==> config.mk <==
export PLATFORM = sky130hd
export DESIGN_NAME = tiny_proc_sequencer
export DESIGN_NICKNAME = d
export VERILOG_FILES = /design/src/rtl/tiny_proc_sequencer.sv
export SDC_FILE = /design/constraint.sdc
export NUM_CORES = 1
export LEC_CHECK = 0
export ABC_AREA = 1
export BUFFER_PORTS_ARGS = -buffer_cell sky130_fd_sc_hd__buf_4
export CAP_MARGIN = 40
export CORE_MARGIN = 3
export CORE_UTILIZATION = 45
export CTS_CLUSTER_SIZE = 40
export DETAILED_ROUTE_END_ITERATION = 10
export PLACE_DENSITY_LB_ADDON = 0.12
export SETUP_SLACK_MARGIN = 0.3
export SLEW_MARGIN = 20
export SYNTH_ARGS = -nofsm -noshare
export SYNTH_HDL_FRONTEND = slang
export SYNTH_SLANG_ARGS = --single-unit
==> constraint.sdc <==
create_clock -name clk -period 1.58 [get_ports clk]
set_input_delay 0.158 -clock clk [delete_from_list [all_inputs] [get_ports clk]]
set_output_delay 0.158 -clock clk [all_outputs]
set_load 0.02 [all_outputs]
==> src/rtl/tiny_proc_sequencer.sv <==
// rtl/tiny_proc_sequencer.sv - program counter and load/fetch/exec phase sequencer for the tiny processor core
module tiny_proc_sequencer #(
  parameter int ADDR_W      = 4,
  parameter int DATA_W      = 8,
  parameter int EXEC_CYCLES = 2
) (
  input  logic              clk,
  input  logic              rst_n,
  input  logic              ena,
  input  logic              load_req,
  input  logic              ld_valid,
  input  logic [DATA_W-1:0] ld_data,
  output logic              ld_ready,
  input  logic              run,
  input  logic              step,
  input  logic              halt_insn,
  input  logic              br_taken,
  input  logic [ADDR_W-1:0] br_target,
  output logic              imem_we,
  output logic [ADDR_W-1:0] imem_addr,
  output logic [DATA_W-1:0] imem_wdata,
  output logic              fetch_en,
  output logic              exec_en,
  output logic [ADDR_W-1:0] pc,
  output logic              halted,
  output logic [2:0]        state_dbg
);

  localparam int CNT_W = (EXEC_CYCLES > 1) ? $clog2(EXEC_CYCLES) : 1;

  typedef enum logic [2:0] {
    S_IDLE  = 3'd0,
    S_LOAD  = 3'd1,
    S_FETCH = 3'd2,
    S_EXEC  = 3'd3,
    S_WAIT  = 3'd4,
    S_HALT  = 3'd5
  } state_t;

  state_t            state;
  state_t            state_nx;
  logic [ADDR_W-1:0] pc_nx;
  logic [ADDR_W-1:0] load_addr;
  logic [ADDR_W-1:0] load_addr_nx;
  logic [CNT_W-1:0]  exec_cnt;
  logic [CNT_W-1:0]  exec_cnt_nx;
  logic              step_prev;
  logic              step_rise;
  logic              exec_last;

  assign step_rise = step & ~step_prev;
  assign exec_last = (exec_cnt == CNT_W'(EXEC_CYCLES - 1));
  assign state_dbg = state;

  // State, pc, load address, exec counter and step history; everything holds while ena is low
  always_ff @(posedge clk or negedge rst_n) begin
    if (!rst_n) begin
      state     <= S_IDLE;
      pc        <= '0;
      load_addr <= '0;
      exec_cnt  <= '0;
      step_prev <= 1'b0;
    end else if (ena) begin
      state     <= state_nx;
      pc        <= pc_nx;
      load_addr <= load_addr_nx;
      exec_cnt  <= exec_cnt_nx;
      step_prev <= step;
    end
  end

  // Next-state logic and per-state strobes; strobes are qualified by ena so a frozen design issues nothing
  always_comb begin
    state_nx     = state;
    pc_nx        = pc;
    load_addr_nx = load_addr;
    exec_cnt_nx  = exec_cnt;
    ld_ready     = 1'b0;
    imem_we      = 1'b0;
    fetch_en     = 1'b0;
    exec_en      = 1'b0;
    halted       = 1'b0;
    imem_addr    = pc;
    // write data is only driven in LOAD so the memory bus reads zero while idle or in reset
    imem_wdata   = '0;

    case (state)
      S_IDLE: begin
        if (load_req) begin
          state_nx     = S_LOAD;
          load_addr_nx = '0;
        end else if (run) begin
          state_nx = S_FETCH;
        end else begin
          state_nx = S_WAIT;
        end
      end

      S_LOAD: begin
        imem_addr  = load_addr;
        imem_wdata = ld_data;
        if (load_req) begin
          // ready drops with load_req so a byte offered on the exit cycle is never acknowledged
          ld_ready = ena;
          imem_we  = ena & ld_valid;
          if (ld_valid) begin
            load_addr_nx = load_addr + ADDR_W'(1);
          end
        end else begin
          state_nx = S_IDLE;
          pc_nx    = '0;
        end
      end

      S_FETCH: begin
        fetch_en    = ena;
        exec_cnt_nx = '0;
        state_nx    = S_EXEC;
      end

      S_EXEC: begin
        exec_en = ena;
        if (!exec_last) begin
          exec_cnt_nx = exec_cnt + CNT_W'(1);
        end else if (halt_insn) begin
          state_nx = S_HALT;
        end else begin
          pc_nx = br_taken ? br_target : pc + ADDR_W'(1);
          if (load_req) begin
            state_nx     = S_LOAD;
            load_addr_nx = '0;
          end else if (run) begin
            state_nx = S_FETCH;
          end else begin
            state_nx = S_WAIT;
          end
        end
      end

      S_WAIT: begin
        if (load_req) begin
          state_nx     = S_LOAD;
          load_addr_nx = '0;
        end else if (run || step_rise) begin
          state_nx = S_FETCH;
        end
      end

      S_HALT: begin
        halted = 1'b1;
        if (load_req) begin
          state_nx     = S_LOAD;
          load_addr_nx = '0;
        end
      end

      default: begin
        state_nx = S_IDLE;
      end
    endcase
  end

endmodule

# Word level (Yosys, flattened, before mapping)
# Cells that the tools add are included.
word_totals:
  ff_bits: 13
  elab_cells: 64
  inputBits: 21
op_classes:
  n_addsub: 3
  bitwise_logic: 3
  eq_ne: 12
  muxes: 31
  n_reduce_logical: 10
ops:
  columns: ["cell", "count"]
  rows:
  - ["4-bit two-way mux", 10]
  - ["3-bit two-way mux", 8]
  - ["3-bit case mux with 6 select lines", 1]
  - ["2-bit inequality test, second input constant", 6]
  - ["4-bit case mux with 3 select lines", 1]
  - ["5-bit AND reduction", 2]
  - ["4-bit by 1-bit adder with 4-bit output, second input constant", 2]
  - ["1-bit two-way mux", 8]
  - ["8-bit two-way mux", 1]
  - ["4-bit case mux with 2 select lines", 1]
  - ["3-bit by 2-bit equality test with 1-bit output, second input constant", 2]
  - ["3-bit equality test, second input constant", 2]
  - ["6-bit AND reduction", 1]
  - ["2-bit nonzero test", 2]
  - ["3-bit by 1-bit equality test with 1-bit output, second input constant", 1]
  - ["3-bit logical NOT", 1]
  - ["3-bit inequality test, second input constant", 1]
  - ["3-bit nonzero test", 1]
  - ["3-bit OR reduction", 1]
  - ["1-bit AND", 2]
  - ["1-bit case mux with 2 select lines", 1]
  - ["2-bit AND reduction", 1]
  - ["1-bit adder, second input constant", 1]
  - ["1-bit logical OR", 1]
  - ["1-bit inverter", 1]

# Depth between registers and ports, before layout
# Gate-level depths: netlist (run 1).
logic_depth:
  word_depth: 6
  ltp_mapped: 10

# Worst setup path after synthesis (run 1)
# OpenSTA, ideal clock, no wires.
synth_path:
  path_kind: "register to output"
  from: "register state[2] (netlist: state_dbg[2])"
  to: "output imem_wdata[0]"
  n_path_buf: 2
  slack_ps: -34
  stages_incl_launch_ff: 8
  t_required_ps: 1422
  arrival_ps: 1456
  cell_sequence: "dfrtp_1 > buf_6 > inv_2 > nand2_4 > nor2_4 > inv_1 > buf_2 > nor2_1"
synth_via:
  elab_chain_cells: 2
synth_lines:
  columns: ["element", "line", "text"]
  rows:
  - ["start: declaration", "40", "state_t state;"]
  - ["start signal: assignment", "64", "state <= state_nx;"]
  - ["3-bit by 1-bit equality test with 1-bit output", "87", "case (state)"]
  - ["8-bit two-way mux", "87", null]
  - ["end: declaration", "21", "output logic [DATA_W-1:0] imem_wdata,"]
# Every way passes these cells.

# Final worst setup path (run 1)
layout_path:
  from: "register state[1] (netlist: state_dbg[1])"
  to: "output imem_we"
layout_via:
  elab_chain_cells: 2
layout_lines:
  columns: ["element", "line", "text"]
  rows:
  - ["3-bit by 1-bit equality test with 1-bit output", "87", null]
  - ["1-bit two-way mux", "87", null]
  - ["end: declaration", "19", "output logic imem_we,"]
# Every way passes these cells.

==> flow_metrics.tcl, run 1 <==
set metrics [dict create \
    clkTransAtPathRegs_ns 0.09 \
    grt_pass1_vias 1173 \
    worstPathMaxFanout 4 \
    p_clk_share_pct 7.8 \
    yosys.area.top_type "dfrtp_1" \
    cp.arrival_ns 1.53 \
    ant_nets 0 \
    start_util_pct 50.5 \
    first_pass_iters 5 \
    overflow 0 \
    cp-endpoint "imem_we" \
    synthTopCellsByArea "dfrtp_1 (31%), nand2_1 (20%), inv_1 (8.1%)" \
    vias 1329 \
    slew_headroom_pct 81.3 \
    fp.dieArea_um2 2980 \
    p_switching_uw 1420 \
    hp-class "in -> reg" \
    grt_max_degree 14 \
    startpoint "state_dbg[1]" \
    r2r_setup_slack_ns -0.02 \
    syn_area_per_cell_um2 6.35 \
    reg2reg_from "state_dbg[1]" \
    crit_slowest_cell "dfrtp_2" \
    p_sw_share_pct 51.2 \
    cellInternalPower_uw 1360 \
    cts_made_buffers 3 \
    clock_sinks 13 \
    synth_seq_cells 13 \
    met3_usage_pct 7.63 \
    cts_max_level 1 \
    viasPerCell 5.17 \
    clockBufferDepth 2 \
    grt_use_met2_pct 45.6 \
    status "finished, violations left" \
    worst_setup_path_start_kind "flop" \
    syn-num-nets 190 \
    drt-total-wl_um 3950 \
    min_period_ns 1.69 \
    r2r_end "load_addr[3]" \
    drcViolationCount 0 \
    max-vdd-ir-drop_mv 1.50 \
    grt_setup_unrepaired "true" \
    die_h_um 54.6 \
    pin_count 45 \
    power_density_nw_per_um2 1500 \
    synth_seq_area_share_pct 30.7 \
    p_leak_uw 0.00101 \
    fin_ws_ns -0.106 \
    gr-usage-met1_pct 25.5 \
    netlist_area_um2 1060 \
    fin_crit_sh_pct 107 \
    path_common_cell "nor2_4" \
    syn_inst 167 \
    finalSetupViolCount 16 \
    finalNetCount 254 \
    worstSetupPathDepth 8 \
    grt_pass1_wl_um 5090 \
    post-place-ws_ns 0.0900 \
    nFillCells 104 \
    path_cells "buf_12, nor2_4, nand2_1, nand2_2, nor2_4, inv_4, nor2_4, buf_6" \
    detail_route.wl_per_cell_um 15.4 \
    fin_setup_tns_ns -0.513 \
    p_seq_share_pct 21.3 \
    mostFrequentLayoutCells "buf_4 (47), nand2_1 (38), inv_1 (21)" \
    grt.busiest_layer "met2" \
    grt_use_total_pct 23.8 \
    drv_slew 0 \
    dp_hpwl_um 2140 \
    area_delta_synth_final_pct 74.8 \
    final_common_cell "buf_4" \
    die_w_um 54.6 \
    antenna_found_initial 0 \
    crit_required_ns 1.42 \
    clock_skew_ns 0.00958 \
    worst_hold_slack_ns 0.121 \
    cap_violations 0 \
    fmax_ghz 0.593 \
    coreArea_um2 2100 \
    comb_power_share_pct 70.9 \
    cts_root_buf "clkbuf_4" \
    numPortBuffers 44 \
    clk_latency_ns 0.28 \
    critical_path.top_delay_family "flip-flops" \
    tightest_slew_ns 0.281 \
    fp-row-count 16 \
    synthDistinctLibCells 23 \
    yosysWarnings 0 \
    tritoncts "done" \
    critPathCaptureType "primary output" \
    cp_slowest_stage_delay_ns 0.46 \
    diodes 0 \
    place_congestion 0.979 \
    violations "negative setup slack" \
    worstSetupPathType "reg -> out" \
    drive_gt1_share_pct 51.7 \
    finalHoldViolCount 0 \
    rr_worst_depth 11 \
    synth_top_area_share_pct 30.7 \
    drt-initial-drc-count 32 \
    cp_num_buf_inv 3 \
]
-- stage by stage --
| stage | utilization [%] | total power [uW] | instance area (um^2) | instances |
|---|---|---|---|---|
| detailed placement | 72.7 | 2000 | 1530 | 237 |
| floorplan | - | 1630 | 1190 | 167 |
| CTS | 81.7 | 2500 | 1720 | 252 |
| finish | 88.2 | 2780 | 1850 | 257 |
| global route | 88.2 | 2940 | 1850 | 257 |
| global placement | 72.7 | 1970 | 1530 | 237 |
-- logic make-up after synthesis --
| kind of cell | share of synthesized area, % |
|---|---|
| compound gates | 7.08 |
| xor+xnor | 2.48 |
| fa+ha+maj | 2.36 |
| buf+inv | 11.8 |
| flops | 30.7 |
| simple gates | 45.6 |
-- synth_stat cells --
master,number
o21ai_0,8
nor2_2,2
nand3_1,11
xor2_1,1
nand3b_1,1
dfrtp_1,13
inv_1,23
nand4_1,3
nand2_2,4
a21oi_1,3
o22ai_1,1
ha_1,2
nor2_4,2
buf_6,2
nor2_8,1
nor2_1,23
o21ai_1,1
buf_2,1
inv_2,3
nand2_4,2
nand2_1,57
xnor2_1,2
o21ai_2,1
-- worst min-delay path by stage --
| stage | from | end | slack (ns) | cells after the start |
|---|---|---|---|---|
| finish | ld_valid | load_addr[1] | 0.12 | 3 |
| global route | ld_valid | load_addr[1] | 0.13 | 3 |
| CTS | step | step_prev | 0.10 | 3 |
| detailed placement | rst_n | load_addr[2] | 0.01 | 1 |
| global placement | rst_n | load_addr[1] | 0.008 | 1 |
| floorplan | rst_n | exec_cnt | -0.14 | 0 |
-- cell type report --
| type | instances | area, um^2 | area share, % |
|---|---|---|---|
| Multi-Input combinational cell | 125 | 817 | 44.1 |
| Inverter | 26 | 110 | 5.94 |
| Tap cell | 27 | 33.8 | 1.82 |
| Sequential cell | 13 | 329 | 17.7 |
| Clock buffer | 4 | 26.3 | 1.42 |
| Timing Repair Buffer | 62 | 538 | 29.0 |
-- metal layers --
layer  vias up  share of wire (%)
met5         -                  0
met4         0                1.3
met3         6                7.4
met2        61                 55
met1       624                 37
li1        638                  -
-- registers in the layout (all words and copies together), names as in the netlist --
name / cells
load_addr: 4
state_dbg: 3
step_prev: 1
pc: 4
exec_cnt: 1
-- what timing repair did --
action / 4_1_cts / 5_1_grt
setup buffers: 10 / 5
hold endpoints to repair: 13 / 0
endpoints found under the setup margin: 27 / 29
pin swaps: 8 / 3
gates resized for setup: 18 / 29
hold buffers: 1 / 0
-- power by group through the flow --
stage	Combinational, uW	Clock (uW)	Sequential, uW
5_1_grt	2110	229	603
2_1_floorplan	1030	0	598
3_5_place_dp	1390	0	605
6_report	1970	216	593
3_3_place_gp	1370	0	598
4_1_cts	1730	210	563
-- worst reg2reg max path, stage by stage (launching register included) --
cell and delay (ns):
dfrtp_2 0.46, buf_12 0.14, nor2_4 0.19, nand2_1 0.09, nand2_2 0.09, nor2_4 0.05, inv_4 0.07, buf_4 0.11
buf_6 0.09, buf_6 0.11, nand2_2 0.06, nand2_1 0.09
(Power assumes the default switching activity.)
==> run 2: changes to the inputs <==
Settings changed: ABC_AREA 1 to default, SLEW_MARGIN 20 to 0.
==> run 2 against run 1 <==
Net effect: the run still ends with negative setup slack left; sequential power is 3.4% higher; sequential share of layout area about the same; maximum frequency decreased by 4.1%; critical path type is now reg -> reg; highest routed layer unchanged.
==> flow_metrics.tcl, run 2 <==
set metrics [dict create \
    diodes 0 \
    hp-class "in -> reg" \
    pin_count 45 \
    die_h_um 53.7 \
    vias 1245 \
    worst_setup_path_start_kind "flop" \
    clock_skew_ns 0.0113 \
    synthDistinctLibCells 45 \
    nFillCells 94 \
    drive_gt1_share_pct 62.0 \
    overflow 0 \
    grt_use_total_pct 27.8 \
    cellInternalPower_uw 1870 \
    antenna_found_initial 0 \
    drcViolationCount 0 \
    mostFrequentLayoutCells "buf_4 (36), buf_6 (33), nand2_1 (11)" \
    clockBufferDepth 2 \
    synth_top_area_share_pct 31.8 \
    fin_ws_ns -0.178 \
    grt_setup_unrepaired "true" \
    cts_made_buffers 3 \
    cp.arrival_ns 1.94 \
    cts_root_buf "clkbuf_4" \
    synthTopCellsByArea "dfrtp_1 (32%), nand2_1 (6.6%), and3_1 (5.5%)" \
    ant_nets 0 \
    yosysWarnings 0 \
    cap_violations 0 \
    crit_slowest_cell "dfrtp_2" \
    area_delta_synth_final_pct 81.2 \
    fin_crit_sh_pct 111 \
    synth-async-reset-ratio_pct 100 \
    p_sw_share_pct 44.0 \
    grt_pass1_wl_um 5780 \
    violations "negative setup slack" \
    p_switching_uw 1470 \
    power_uw 3330 \
    drt-total-wl_um 3910 \
    power_density_nw_per_um2 1800 \
    first_pass_iters 4 \
    critPathCaptureType "flop" \
    syn_area_per_cell_um2 8.66 \
    p_leak_uw 0.000890 \
    clk_latency_ns 0.30 \
    yosys.area.top_type "dfrtp_1" \
    min_period_ns 1.76 \
    hold_depth 2 \
    netlist_area_um2 1020 \
    rr_worst_depth 5 \
    tightest_slew_ns 0.407 \
    finalNetCount 211 \
    p_seq_share_pct 18.4 \
    worstPathMaxFanout 4 \
    finalSetupViolCount 23 \
    r2r_setup_slack_ns -0.18 \
    drt-initial-drc-count 37 \
    grt_max_degree 14 \
    yosys_most_used_dff "dfrtp_1" \
    viasPerCell 5.82 \
    place_congestion 0.889 \
    finalHoldViolCount 0 \
    synth_common_cells "nand2_1 (18), dfrtp_1 (13), and3_1 (9)" \
    start_util_pct 49.6 \
    postLayoutCellArea_um2 1850 \
    p_clk_share_pct 6.8 \
    syn-num-nets 141 \
    clock_sinks 13 \
    syn_inst 118 \
    die_w_um 53.7 \
    synth.most_common_cell "nand2_1" \
    status "finished, violations left" \
    dp_hpwl_um 2360 \
    synth_seq_cells 13 \
    max-vdd-ir-drop_mv 1.26 \
    fp.dieArea_um2 2880 \
    drv_slew 0 \
    slew_headroom_pct 72.7 \
    crit_required_ns 1.76 \
    clkTransAtPathRegs_ns 0.10 \
    tritoncts "done" \
    cp_slowest_stage_delay_ns 0.43 \
    comb_power_share_pct 74.8 \
    path_cells "buf_6, or3_4, o311ai_4, a21o_4, mux2_4" \
    final_common_cell "buf_4" \
    synth_seq_area_share_pct 31.8 \
    synth_edf_count 0 \
    fp-row-count 16 \
    cts_max_level 1 \
    fmax_ghz 0.569 \
    coreArea_um2 2060 \
    detail_route.wl_per_cell_um 18.2 \
    grt_pass1_vias 1293 \
    numPortBuffers 44 \
    worstSetupPathType "reg -> reg" \
    place_area_um2 1530 \
]
-- run 2: cell count changes in the layout (fill, tap and decap cells not counted), moves of 8 or more --
cell,delta
nand2_2,-8
nand2_4,-10
buf_6,+21
buf_4,-11
nand3_1,-9
nor2_4,-16
and3_4,+9
inv_1,-18
nand2_1,-27
-- run 2: what timing repair did --
action | in CTS | in global routing
endpoints found under the hold margin | 13 | 0
gates cloned | 1 | 0
setup endpoints to repair | 28 | 31
pin swaps | 14 | 17
hold buffers | 1 | 0
setup buffers | 9 | 3
gates resized for setup | 29 | 28
-- run 2: critical path, delay by kind of cell, from the launching register on --
family	cells	cell delay, ns
multiplexers	1	0.29
AO/OA/AOI/OAI	2	0.44
buffers and inverters	1	0.13
AND/OR/NAND/NOR	1	0.35
flip-flops	1	0.43
-- run 2: stage by stage --
step	instances	util [%]	setup WS [ns]	TNS, ns	hold slack [ns]
floorplan	118	-	-0.0842	-0.147	-0.138
global placement	196	74.3	-0.00704	-0.00704	0.0170
detailed placement	196	74.3	-0.0722	-0.181	0.0206
CTS	211	83.7	-0.199	-2.70	0.0986
global route	214	89.8	-0.253	-4.05	0.0817
finish	214	89.8	-0.178	-2.78	0.0956
-- run 2: power groups by stage --
| stage | Combinational (uW) | Clock, uW | Sequential (uW) |
|---|---|---|---|
| after floorplan | 1100 | 0 | 662 |
| after global placement | 1780 | 0 | 581 |
| after detailed placement | 1830 | 0 | 593 |
| after CTS | 2170 | 224 | 593 |
| after global routing | 2660 | 250 | 625 |
| final | 2490 | 227 | 613 |
-- run 2: path summary, 6_finish.rpt --
path,to,from
setup reg to reg,state_dbg[2],state_dbg[0]
setup / recovery,state_dbg[2],state_dbg[0]
max in group asynchronous,state_dbg[2],rst_n
min in group asynchronous,pc[2],rst_n
hold / removal,step_prev,step
hold reg to reg,load_addr[3],load_addr[3]
-- run 2: cell type report --
| class | count | area, um^2 | area share (%) |
|---|---|---|---|
| Clock buffer | 3 | 22.5 | 1.22 |
| Clock inverter | 1 | 5.00 | 0.270 |
| Multi-Input combinational cell | 95 | 786 | 42.4 |
| Timing Repair Buffer | 71 | 657 | 35.5 |
| Sequential cell | 13 | 329 | 17.8 |
| Inverter | 4 | 18.8 | 1.01 |
| Tap cell | 27 | 33.8 | 1.82 |
-- run 2: metal layers --
metal	vias up	GRT usage [%]	wire length (um)
met5	-	0	0
met2	50	52.6	2130
met3	12	7.20	183
met4	0	8.51	91
met1	615	29.5	1500
li1	568	-	-
-- run 2: kinds of logic after synthesis --
kind of cell             Yosys count  synth area share (%)
AO/OA/AOI/OAI                     29                  21.9
adder cells (fa/ha/maj)            2                  2.45
buffers and inverters             10                  4.53
flip-flops                        13                  31.8
multiplexers                       6                  6.61
AND/OR/NAND/NOR                   58                  32.7
==> run 3: changes to the inputs <==
Settings changed: CORE_MARGIN 3 to 5, CORE_UTILIZATION 45 to 42.
Clock period 1.58 ns to 1.45 ns, I/O delays scaled along.
==> run 3 against run 2 <==
Net effect: the run still ends with negative setup slack left; flip-flop and latch count did not move; worst hold slack got worse by 0.00070 ns; die area rose by 22%; non-clock buffer count rose by 21; clock skew fell by 0.0010 ns; worst setup slack got worse by 0.18 ns; via count rose by 8.1%; combinational power rose by 34%; core utilization rose by 1.9 points; register-to-register slack got worse by 0.17 ns; global-route usage fell by 4.8 points; power rose by 28%.
==> flow_metrics.tcl, run 3 (synthesis results as in run 2) <==
set metrics [dict create \
    drt-initial-drc-count 82 \
    clkTransAtPathRegs_ns 0.09 \
    clock_skew_ns 0.0103 \
    mostFrequentLayoutCells "buf_6 (46), buf_4 (45), nand2_2 (10)" \
    detail_route.wl_per_cell_um 20.1 \
    crit_required_ns 1.31 \
    cts_root_buf "clkbuf_4" \
    violations "negative setup slack" \
    finalHoldViolCount 0 \
    drv_slew 0 \
    viasPerCell 5.70 \
    grt_use_total_pct 23.0 \
    vias 1346 \
    fp-row-count 17 \
    cts_max_level 1 \
    fin_crit_sh_pct 125 \
    post-place-ws_ns -0.180 \
    fmax_ghz 0.552 \
    clock_sinks 13 \
    start_util_pct 44.9 \
    slew_headroom_pct 76.0 \
    overflow 0 \
    finalNetCount 232 \
    p_leak_uw 0.00102 \
    cp.arrival_ns 1.67 \
    finalSetupViolCount 31 \
    fp.dieArea_um2 3520 \
    clockBufferDepth 2 \
    grt_max_degree 14 \
    drive_gt1_share_pct 69.2 \
    r2r_setup_slack_ns -0.35 \
    drt-total-wl_um 4730 \
    worst_hold_slack_ns 0.0949 \
    die_h_um 59.3 \
    min_period_ns 1.81 \
    worst_setup_path_start_kind "flop" \
    clk_latency_ns 0.29 \
    nFillCells 80 \
    dp_hpwl_um 2470 \
    status "finished, violations left" \
    diodes 0 \
    cap_violations 0 \
    worstSetupPathType "reg -> out" \
    area_delta_synth_final_pct 104 \
    fin_ws_ns -0.362 \
    hp-class "in -> reg" \
    critPathCaptureType "primary output" \
    tightest_slew_ns 0.359 \
    grt_pass1_wl_um 6060 \
    tritoncts "done" \
    die_w_um 59.3 \
    cts_made_buffers 3 \
    numPortBuffers 44 \
    grt_setup_unrepaired "true" \
    max-vdd-ir-drop_mv 1.63 \
    worstPathMaxFanout 7 \
    pin_count 45 \
    place_congestion 0.890 \
    ant_nets 0 \
    coreArea_um2 2280 \
    power_density_nw_per_um2 2040 \
    final_common_cell "buf_6" \
    drcViolationCount 0 \
    grt_pass1_vias 1318 \
    first_pass_iters 4 \
    antenna_found_initial 0 \
]
-- run 3: cell types whose count changed in the layout (fill, tap and decap cells not counted), sizes merged --
| cell | before | now |
|---|---|---|
| buf | 70 | 91 |
-- run 3: per-layer routing --
layer / wire length, um / global-route usage (%) / vias up
li1: - / - / 610
met1: 1810 / 24.1 / 666
met2: 2590 / 41.2 / 54
met3: 220 / 7.41 / 16
met4: 114 / 10.4 / 0
met5: 0 / 0 / -
-- run 3: area by class of cell --
class,instances,area [um^2],area share [%]
timing repair buffer,92,866,41.5
multi-input combinational,95,810,38.8
sequential,13,332,15.9
tap,28,35.0,1.68
clock buffer,3,22.5,1.08
inverter,4,18.8,0.899
clock inverter,1,5.00,0.240
-- run 3: stage by stage --
| step | cells | area, um^2 | power, uW | TNS [ns] | util [%] |
|---|---|---|---|---|---|
| finish | 236 | 2090 | 4250 | -7.25 | 91.8 |
| CTS | 224 | 1930 | 3710 | -5.86 | 84.8 |
| detailed placement | 203 | 1580 | 2710 | -1.98 | 69.5 |
| global placement | 203 | 1580 | 2660 | -1.30 | 69.5 |
| global route | 236 | 2090 | 4470 | -9.07 | 91.8 |
| floorplan | 118 | 1120 | 1930 | -0.977 | - |
-- run 3: repair_timing --
item | CTS | global route
resized for setup | 61 | 18
hold buffers | 1 | 0
setup endpoints to repair | 32 | 34
buffers inserted | 15 | 12
gates cloned | 1 | 0
endpoints found under the hold margin | 13 | 0
pin swaps | 21 | 11
-- run 3: where the power goes --
part | internal [uW] | switching (uW)
logic | 1840 | 1500
clock network | 103 | 132
registers | 491 | 182
total | 2440 | 1810
-- run 3: critical path, cell delays in order, from the launching register on --
cell and delay, ns:
dfrtp_2 0.41, buf_6 0.11, or3b_4 0.41, buf_6 0.16
nand2_2 0.09, nand2_2 0.07, buf_6 0.13
-- run 3: final timing paths --
path | startpoint | endpoint | depth (start not counted)
setup reg to reg | state_dbg[0] | state_dbg[2] | 5
max in group asynchronous | rst_n | pc[0] | 2
hold reg to reg | load_addr[3] | load_addr[3] | 1
setup / recovery | state_dbg[0] | imem_addr[0] | 6
min in group asynchronous | rst_n | pc[3] | 2
hold / removal | step | step_prev | 2
